## src/rtl/trng_bitsrc.sv

```systemverilog
// Serial entropy-bit source: synchronizes a raw ring-oscillator bit, von Neumann
// debiases it, runs a repetition-count health test and buffers bits in a FIFO.
module trng_bitsrc #(
  parameter int DEPTH      = 32,
  parameter int SAMPLE_DIV = 4,
  parameter int RCT_CUTOFF = 16
) (
  input  logic                       clk,
  input  logic                       resetn,
  input  logic                       en,
  input  logic                       raw_bit,
  input  logic                       trng_req,
  output logic                       trng_bit,
  output logic [$clog2(DEPTH+1)-1:0] fill,
  output logic                       health_fail,
  output logic                       underflow,
  input  logic                       clear_flags
);

  localparam int PW = $clog2(DEPTH);
  localparam int FW = $clog2(DEPTH + 1);
  localparam int DW = (SAMPLE_DIV > 1) ? $clog2(SAMPLE_DIV) : 1;
  localparam logic [DW-1:0] DIV_LAST = DW'(SAMPLE_DIV - 1);
  localparam logic [FW-1:0] DEPTH_F  = FW'(DEPTH);
  localparam logic [7:0]    CUTOFF   = 8'(RCT_CUTOFF);

  logic          sync1;
  logic          sync2;
  logic [DW-1:0] div_cnt;
  logic          have_first;
  logic          first_bit;
  logic          prev_sample;
  logic [7:0]    rct_cnt;
  logic [PW-1:0] wr_ptr;
  logic [PW-1:0] rd_ptr;
  logic [FW-1:0] count;
  logic          mem [DEPTH];

  logic       sample;
  logic       strobe;
  logic [7:0] rct_next;
  logic       rct_trip;
  logic       emit;
  logic       push;
  logic       pop;
  logic       underflow_trip;

  assign sample = sync2;
  assign strobe = en && (div_cnt == DIV_LAST);

  // rct_cnt==0 marks "no sample seen since reset/clear", so the next strobe restarts at 1
  always_comb begin
    rct_next = rct_cnt;
    if (strobe) begin
      if ((rct_cnt == 8'd0) || (sample != prev_sample)) begin
        rct_next = 8'd1;
      end else if (rct_cnt != 8'hFF) begin
        rct_next = rct_cnt + 8'd1;
      end
    end
  end

  assign rct_trip = strobe && (rct_next >= CUTOFF);

  // A 01 pair emits 0 and a 10 pair emits 1: the emitted bit is the pair's first sample
  assign emit           = strobe && have_first && (first_bit != sample);
  assign push           = emit && !health_fail && (count != DEPTH_F);
  assign pop            = trng_req && (count != '0);
  assign underflow_trip = trng_req && (count == '0);

  assign fill     = count;
  assign trng_bit = (count != '0) ? mem[rd_ptr] : 1'b0;

  always_ff @(posedge clk) begin
    if (push) begin
      mem[wr_ptr] <= first_bit;
    end
  end

  always_ff @(posedge clk) begin
    if (!resetn) begin
      sync1       <= 1'b0;
      sync2       <= 1'b0;
      div_cnt     <= '0;
      have_first  <= 1'b0;
      first_bit   <= 1'b0;
      prev_sample <= 1'b0;
      rct_cnt     <= 8'd0;
      health_fail <= 1'b0;
      underflow   <= 1'b0;
      wr_ptr      <= '0;
      rd_ptr      <= '0;
      count       <= '0;
    end else begin
      sync1 <= raw_bit;
      sync2 <= sync1;

      if (!en) begin
        div_cnt    <= '0;
        have_first <= 1'b0;
      end else begin
        div_cnt <= strobe ? '0 : div_cnt + DW'(1);
        if (strobe) begin
          prev_sample <= sample;
          if (have_first) begin
            have_first <= 1'b0;
          end else begin
            have_first <= 1'b1;
            first_bit  <= sample;
          end
        end
      end

      rct_cnt <= clear_flags ? 8'd0 : rct_next;

      // A set condition in the same cycle as clear_flags keeps the flag raised
      if (rct_trip) begin
        health_fail <= 1'b1;
      end else if (clear_flags) begin
        health_fail <= 1'b0;
      end

      if (underflow_trip) begin
        underflow <= 1'b1;
      end else if (clear_flags) begin
        underflow <= 1'b0;
      end

      if (push) begin
        wr_ptr <= wr_ptr + PW'(1);
      end
      if (pop) begin
        rd_ptr <= rd_ptr + PW'(1);
      end
      if (push && !pop) begin
        count <= count + FW'(1);
      end else if (pop && !push) begin
        count <= count - FW'(1);
      end
    end
  end

endmodule
```

## config.mk

```make
export PLATFORM = sky130hd
export DESIGN_NAME = trng_bitsrc
export DESIGN_NICKNAME = d
export VERILOG_FILES = /design/src/rtl/trng_bitsrc.sv
export SDC_FILE = /design/constraint.sdc
export NUM_CORES = 1
export LEC_CHECK = 0
export BUFFER_PORTS_ARGS = -buffer_cell sky130_fd_sc_hd__buf_2
export CAP_MARGIN = 20
export CORE_UTILIZATION = 35
export CTS_BUF_LIST = sky130_fd_sc_hd__clkbuf_4
export DETAILED_ROUTE_END_ITERATION = 6
export PLACE_DENSITY_LB_ADDON = 0.25
export SLEW_MARGIN = 20
export SYNTH_ARGS = -nofsm -noshare
export SYNTH_HDL_FRONTEND = slang
export SYNTH_SLANG_ARGS = --single-unit
```

## constraint.sdc

```tcl
create_clock -name clk -period 2.95 [get_ports clk]
set_input_delay 0.59 -clock clk [delete_from_list [all_inputs] [get_ports clk]]
set_output_delay 0.59 -clock clk [all_outputs]
set_load 0.01 [all_outputs]
```

After elaboration in Yosys (flattened, before gate mapping)
Memories as Yosys holds them, arrays and structs flattened. A register that Yosys moved wholly into a read port is not among the register bits.
Index checks and enable logic that the tools add are counted.
{ "word_totals": {"memories": 1, "ram_bits": 32, "out_inout_bits": 9, "input_bits": 6, "word_cells": 67, "register_bits": 33} }
{ "op_classes": {"eq_ne": 5, "n_lt_le_gt_ge": 1, "muxes": 14, "reduce_logical": 25, "bitwise": 3, "add_sub_neg": 6} }
{ "mem_list": {"columns": ["name", "depth", "word_bits", "rd", "rd_clocked_by_memory_dff", "wr", "line_no", "rtl"], "rows": [
  ["mem", 32, 1, 1, 1, 1, "37", "logic mem [DEPTH];"]
]} }
{ "ops": {"columns": ["operator", "count"], "rows": [
  ["two-way mux 8 bit", 3],
  ["two-way mux 6 bit", 2],
  ["adder 5 x 1 -> 5 bit, second input constant", 2],
  ["logical AND 1 bit", 10],
  ["two-way mux 5 bit", 2],
  ["adder 8 x 1 -> 8 bit, second input constant", 1],
  ["greater-or-equal comparator 8 x 5 -> 1 bit, second input constant", 1],
  ["zero test 8 bit", 1],
  ["inequality test 8 bit, second input constant", 1],
  ["two-way mux 1 bit", 7],
  ["adder 6 x 1 -> 6 bit, second input constant", 1],
  ["zero test 6 bit", 1],
  ["inequality test 6 bit, second input constant", 1],
  ["nonzero test 2 bit", 3],
  ["nonzero test 6 bit", 1],
  ["subtractor 6 x 1 -> 6 bit, second input constant", 1],
  ["AND reduction 2 bit", 2],
  ["zero test 1 bit", 3],
  ["inverter 1 bit", 3],
  ["AND reduction 3 bit", 1],
  ["OR reduction 3 bit", 1],
  ["adder 2 x 1 -> 2 bit, second input constant", 1],
  ["== test 2 bit, second input constant", 1],
  ["inequality test 1 bit", 2],
  ["2 further kinds", 2]
]} }

Logic depth before layout (Yosys ltp)
{ "depth": {"ltp_word": 10, "mapped_depth": 11} }

Worst setup path after synthesis
No wires, ideal clock.
{ "synth_path": {"path_kind": "register to register", "from": "reg first_bit", "to": "reg count[4], in the netlist fill[4]", "arrival_time_ns": 2.807, "stages_incl_launch_ff": 11, "n_path_buf": 0, "required_time_ns": 2.835, "path_slack_ns": 0.028, "path_cell_list": "dfxtp_1 -> xnor2_1 -> a311oi_4 -> ha_1 -> inv_1 -> fa_1 -> a21o_1 -> a21oi_1 -> xor2_1 -> o21ai_0 -> and2_1"} }
{ "synth_via": {"elab_chain_len": 7, "word_cells_on_any_way": 9, "classes_between": "eq/ne (1); mux (1); reduce/logical (7)"} }
{ "synth_rtl": {"columns": ["item", "line_no", "rtl"], "rows": [
  ["start: declaration", "31", "logic first_bit;"],
  ["start signal: assignment", "109", "first_bit <= sample;"],
  ["inequality test 1 bit (*)", "66", "assign emit = strobe && have_first && (first_bit != sample);"],
  ["logical AND 1 bit (*)", "66", null],
  ["logical AND 1 bit (*) (2 in a row)", "67", "assign push = emit && !health_fail && (count != DEPTH_F);"],
  ["named net push", "44", "logic push;"],
  ["zero test 1 bit", "137", "end else if (pop && !push) begin"],
  ["logical AND 1 bit", "137", null],
  ["nonzero test 2 bit (no line)", null, null],
  ["end signal: assignment", "136", "count <= count + FW'(1);"],
  ["end signal: assignment", "138", "count <= count - FW'(1);"],
  ["end: declaration", "36", "logic [FW-1:0] count;"]
]} }
Mark *: on every way through the listed nets, which the timed path passes. The rest lies on a longest branch.
A chain may end at the register's enable or synchronous reset.

==> impl_results.md <==
- Tot GR Track Use: 13.5%
- Switching Fraction: 31.2%
- Post-route DRC violation count: 0
- Top FF cell, synth: dfxtp_1
- Hold Fails Final Rpt: 0
- Clock Skew: 0.0220 ns
- Clock power frac: 21.2%
- Starting Density: 36.1%
- Largest net degree at the start of global routing: 34
- HP Class: in -> reg
- Fmax: 354 MHz
- CP Launch Type: flip-flop
- Synth top area share: 28.9%
- Status: complete, no violations
- Max VDD drop: 534 uV
- Antenna fix cells: 0
- Die width: 99.4 um
- Crit end category: output port
- Cell Area, Synth: 3320 um^2
- Post-route clock period utilization: 95.8%
- Syn Inst Count: 299
- CTS H-Tree Depth: 3
- RR Startpoint: fill[0]
- Crit Path Class: reg -> out
- Setup_tns: 0 ns
- WP data arrival: 2.24 ns
- Hold-fix buffers, CTS: 0
- Io pins: 15
- Number of global-route vias before repair: 2,103
- Final instance area: 3620 um^2
- Fill cells: 906
- # Post-CTS Setup Buffers: 0
- Via count: 2,166
- Die H: 99.4 um
- Layout Nets: 336
- Area growth from synthesis to layout: 9.12%
- DR iter-0 viols: 111
- Req. time, crit path: 2.36 ns
- YS warnings: 0
- Post-Syn Nets: 319
- Drt total wl: 5990 um
- Routed Antenna Nets: 0
- Non-Filler Instances: 431
- Post-synthesis register bit count: 70
- Clk slew on worst S/H paths: 0.11 ns
- Slew HR: 63.0%
- RSZ-0062 raised after global routing: false
- Worst skew pair latency: 0.40 ns
- 1st-pass router iterations: 4
- WL/cell: 13.9 um
- Pint: 0.00159 W
- Crit Path Max Fanout: 8
- Power Dens Cells: 640 nW/um^2
- Synth async-reset ratio: 0%
- Routed vias/inst: 5.03
- Total CTS buffers: 9
- # clock sinks: 70
- Switching pwr: 0.000724 W
- Worst Tran Pin Value: 0.553 ns
- Combinational power share: 29.2%
- CTS Buffer Depth: 2
- Final Max Slew Viols: 0
- I/O Buffers: 14
- Post-synthesis sequential area ratio: 51.9%
- Die area: 9880 um^2
- Final setup vio count: 0
- CTS tree: built
- FP Rows: 35
- Min cycle time layout: 2.83 ns
- Sequential share of power: 49.6%
- Dpl hpwl: 4030 um
- Clock root buffer: clkbuf_4
- Synth area leader: edfxtp_1
- Placed cell area: 3510 um^2
- Synthesized area per cell: 11.1 um^2
- Leakage: 1.17 nW
- Hold path startpoint: raw_bit
- First-pass GRT wire length: 10,100 um
- Max Cap Viol: 0
- Area contributors post-synth: edfxtp_1, dfxtp_1, mux4_2
- Cell count after placement: 416
- Commonest non-fill, non-tap cells in the layout: nor2_1, dfxtp_1, edfxtp_1, nand2_1
- Remaining Overflow, GRT: 0
- RePlAce Congestion: 0.781
- Commonest non-fill, non-tap cell in the layout: nor2_1
- Core Region: 9200 um^2
- Hold slack final: 0.385 ns
- Initial antenna violation count: 0
- Cell variety after synth: 48
- Number of synthesized flops with an enable pin: 32
- Share of cells above drive strength 1: 16.6%
-- layer usage --
layer / global-route usage (%) / vias to the layer above / wire (um)
met1: 17.9 / 1032 / 2940
met2: 20.8 / 26 / 2830
li1: - / 1106 / -
met5: 0 / - / 0
met3: 3.79 / 2 / 192
met4: 5.09 / 0 / 31
-- critical path: stages, from the launching register on --
cell and delay (ns):
dfxtp_2 0.34, buf_8 0.15, mux4_2 0.51, mux4_2 0.50
mux2i_1 0.14, nor2_1 0.07, buf_2 0.14
-- registers in the layout (all words and copies together), names as in the netlist, named ones only --
signal and cells:
first_bit 1, have_first 1, prev_sample 1, rct_cnt 8, wr_ptr 5, sync1 1, fill 6, sample 1
mem 32, rd_ptr 5, health_fail 1, underflow 1, div_cnt 2
-- per-stage QoR --
stage,utilization (%),setup WS (ns),total power (W)
floorplan,-,0.0285,0.00164
global placement,38.2,0.257,0.00184
detailed placement,38.2,0.221,0.00184
CTS,39.3,0.0177,0.00234
global route,39.4,0.00741,0.00249
finish,39.4,0.124,0.00232
-- what timing repair did --
item / 4_1_cts / 5_1_grt
endpoints found under the setup margin: 0 / 1
gates resized for setup: 0 / 3
hold endpoints to repair: 0 / 0
-- worst paths after layout --
check	end	slack [ns]	cells after the start
worst max-delay path	trng_bit	0.12	6
worst min-delay path	sync1	0.39	2
worst max register to register	fill[4]	0.28	12
worst min register to register	div_cnt[0]	0.44	1
-- cell families (layout without fill, tap and decap cells) --
kind of cell / count (synthesis) / after routing / share of synthesized area, %
adder cells (fa/ha/maj): 14 / 14 / 5.50
AO/OA/AOI/OAI: 40 / 40 / 8.93
buffers and inverters: 24 / 45 / 2.79
flip-flops: 70 / 70 / 51.9
AND/OR/NAND/NOR: 122 / 122 / 19.0
XOR/XNOR: 15 / 15 / 3.96
multiplexers: 14 / 14 / 7.99
-- final cells by class --
type	instances	area, um^2	area share, %
inverter	11	41.3	1.14
clock buffer	11	82.6	2.28
clock inverter	4	16.3	0.449
multi-input combinational	205	1510	41.6
sequential	70	1720	47.6
timing repair buffer	19	115	3.18
tap	111	139	3.83
-- cell usage after synthesis, types with 2 or more instances --
master / n
nor3_1: 3
nand4b_1: 2
nand3b_1: 4
nor2b_1: 8
edfxtp_1: 32
xnor2_1: 14
or3b_2: 2
a22oi_1: 2
nand4_1: 7
a41oi_1: 3
nand3_1: 3
inv_1: 11
a21boi_0: 2
clkbuf_1: 10
dfxtp_1: 38
and2_1: 14
nor4_1: 3
o21ai_1: 2
o21ai_0: 8
buf_2: 2
mux4_2: 10
ha_1: 13
nand2_1: 21
a31oi_1: 3
nor3b_1: 2
a21oi_1: 9
a21o_1: 4
mux2i_1: 4
nor2_1: 44
-- power groups by stage --
stage	clock [W]	combinational [W]	sequential, W
2_1_floorplan	0	0.000479	0.00116
6_report	0.000491	0.000677	0.00115
3_5_place_dp	0	0.000674	0.00117
4_1_cts	0.000510	0.000680	0.00115
5_1_grt	0.000555	0.000774	0.00116
3_3_place_gp	0	0.000674	0.00117
(Power assumes the default switching activity.)
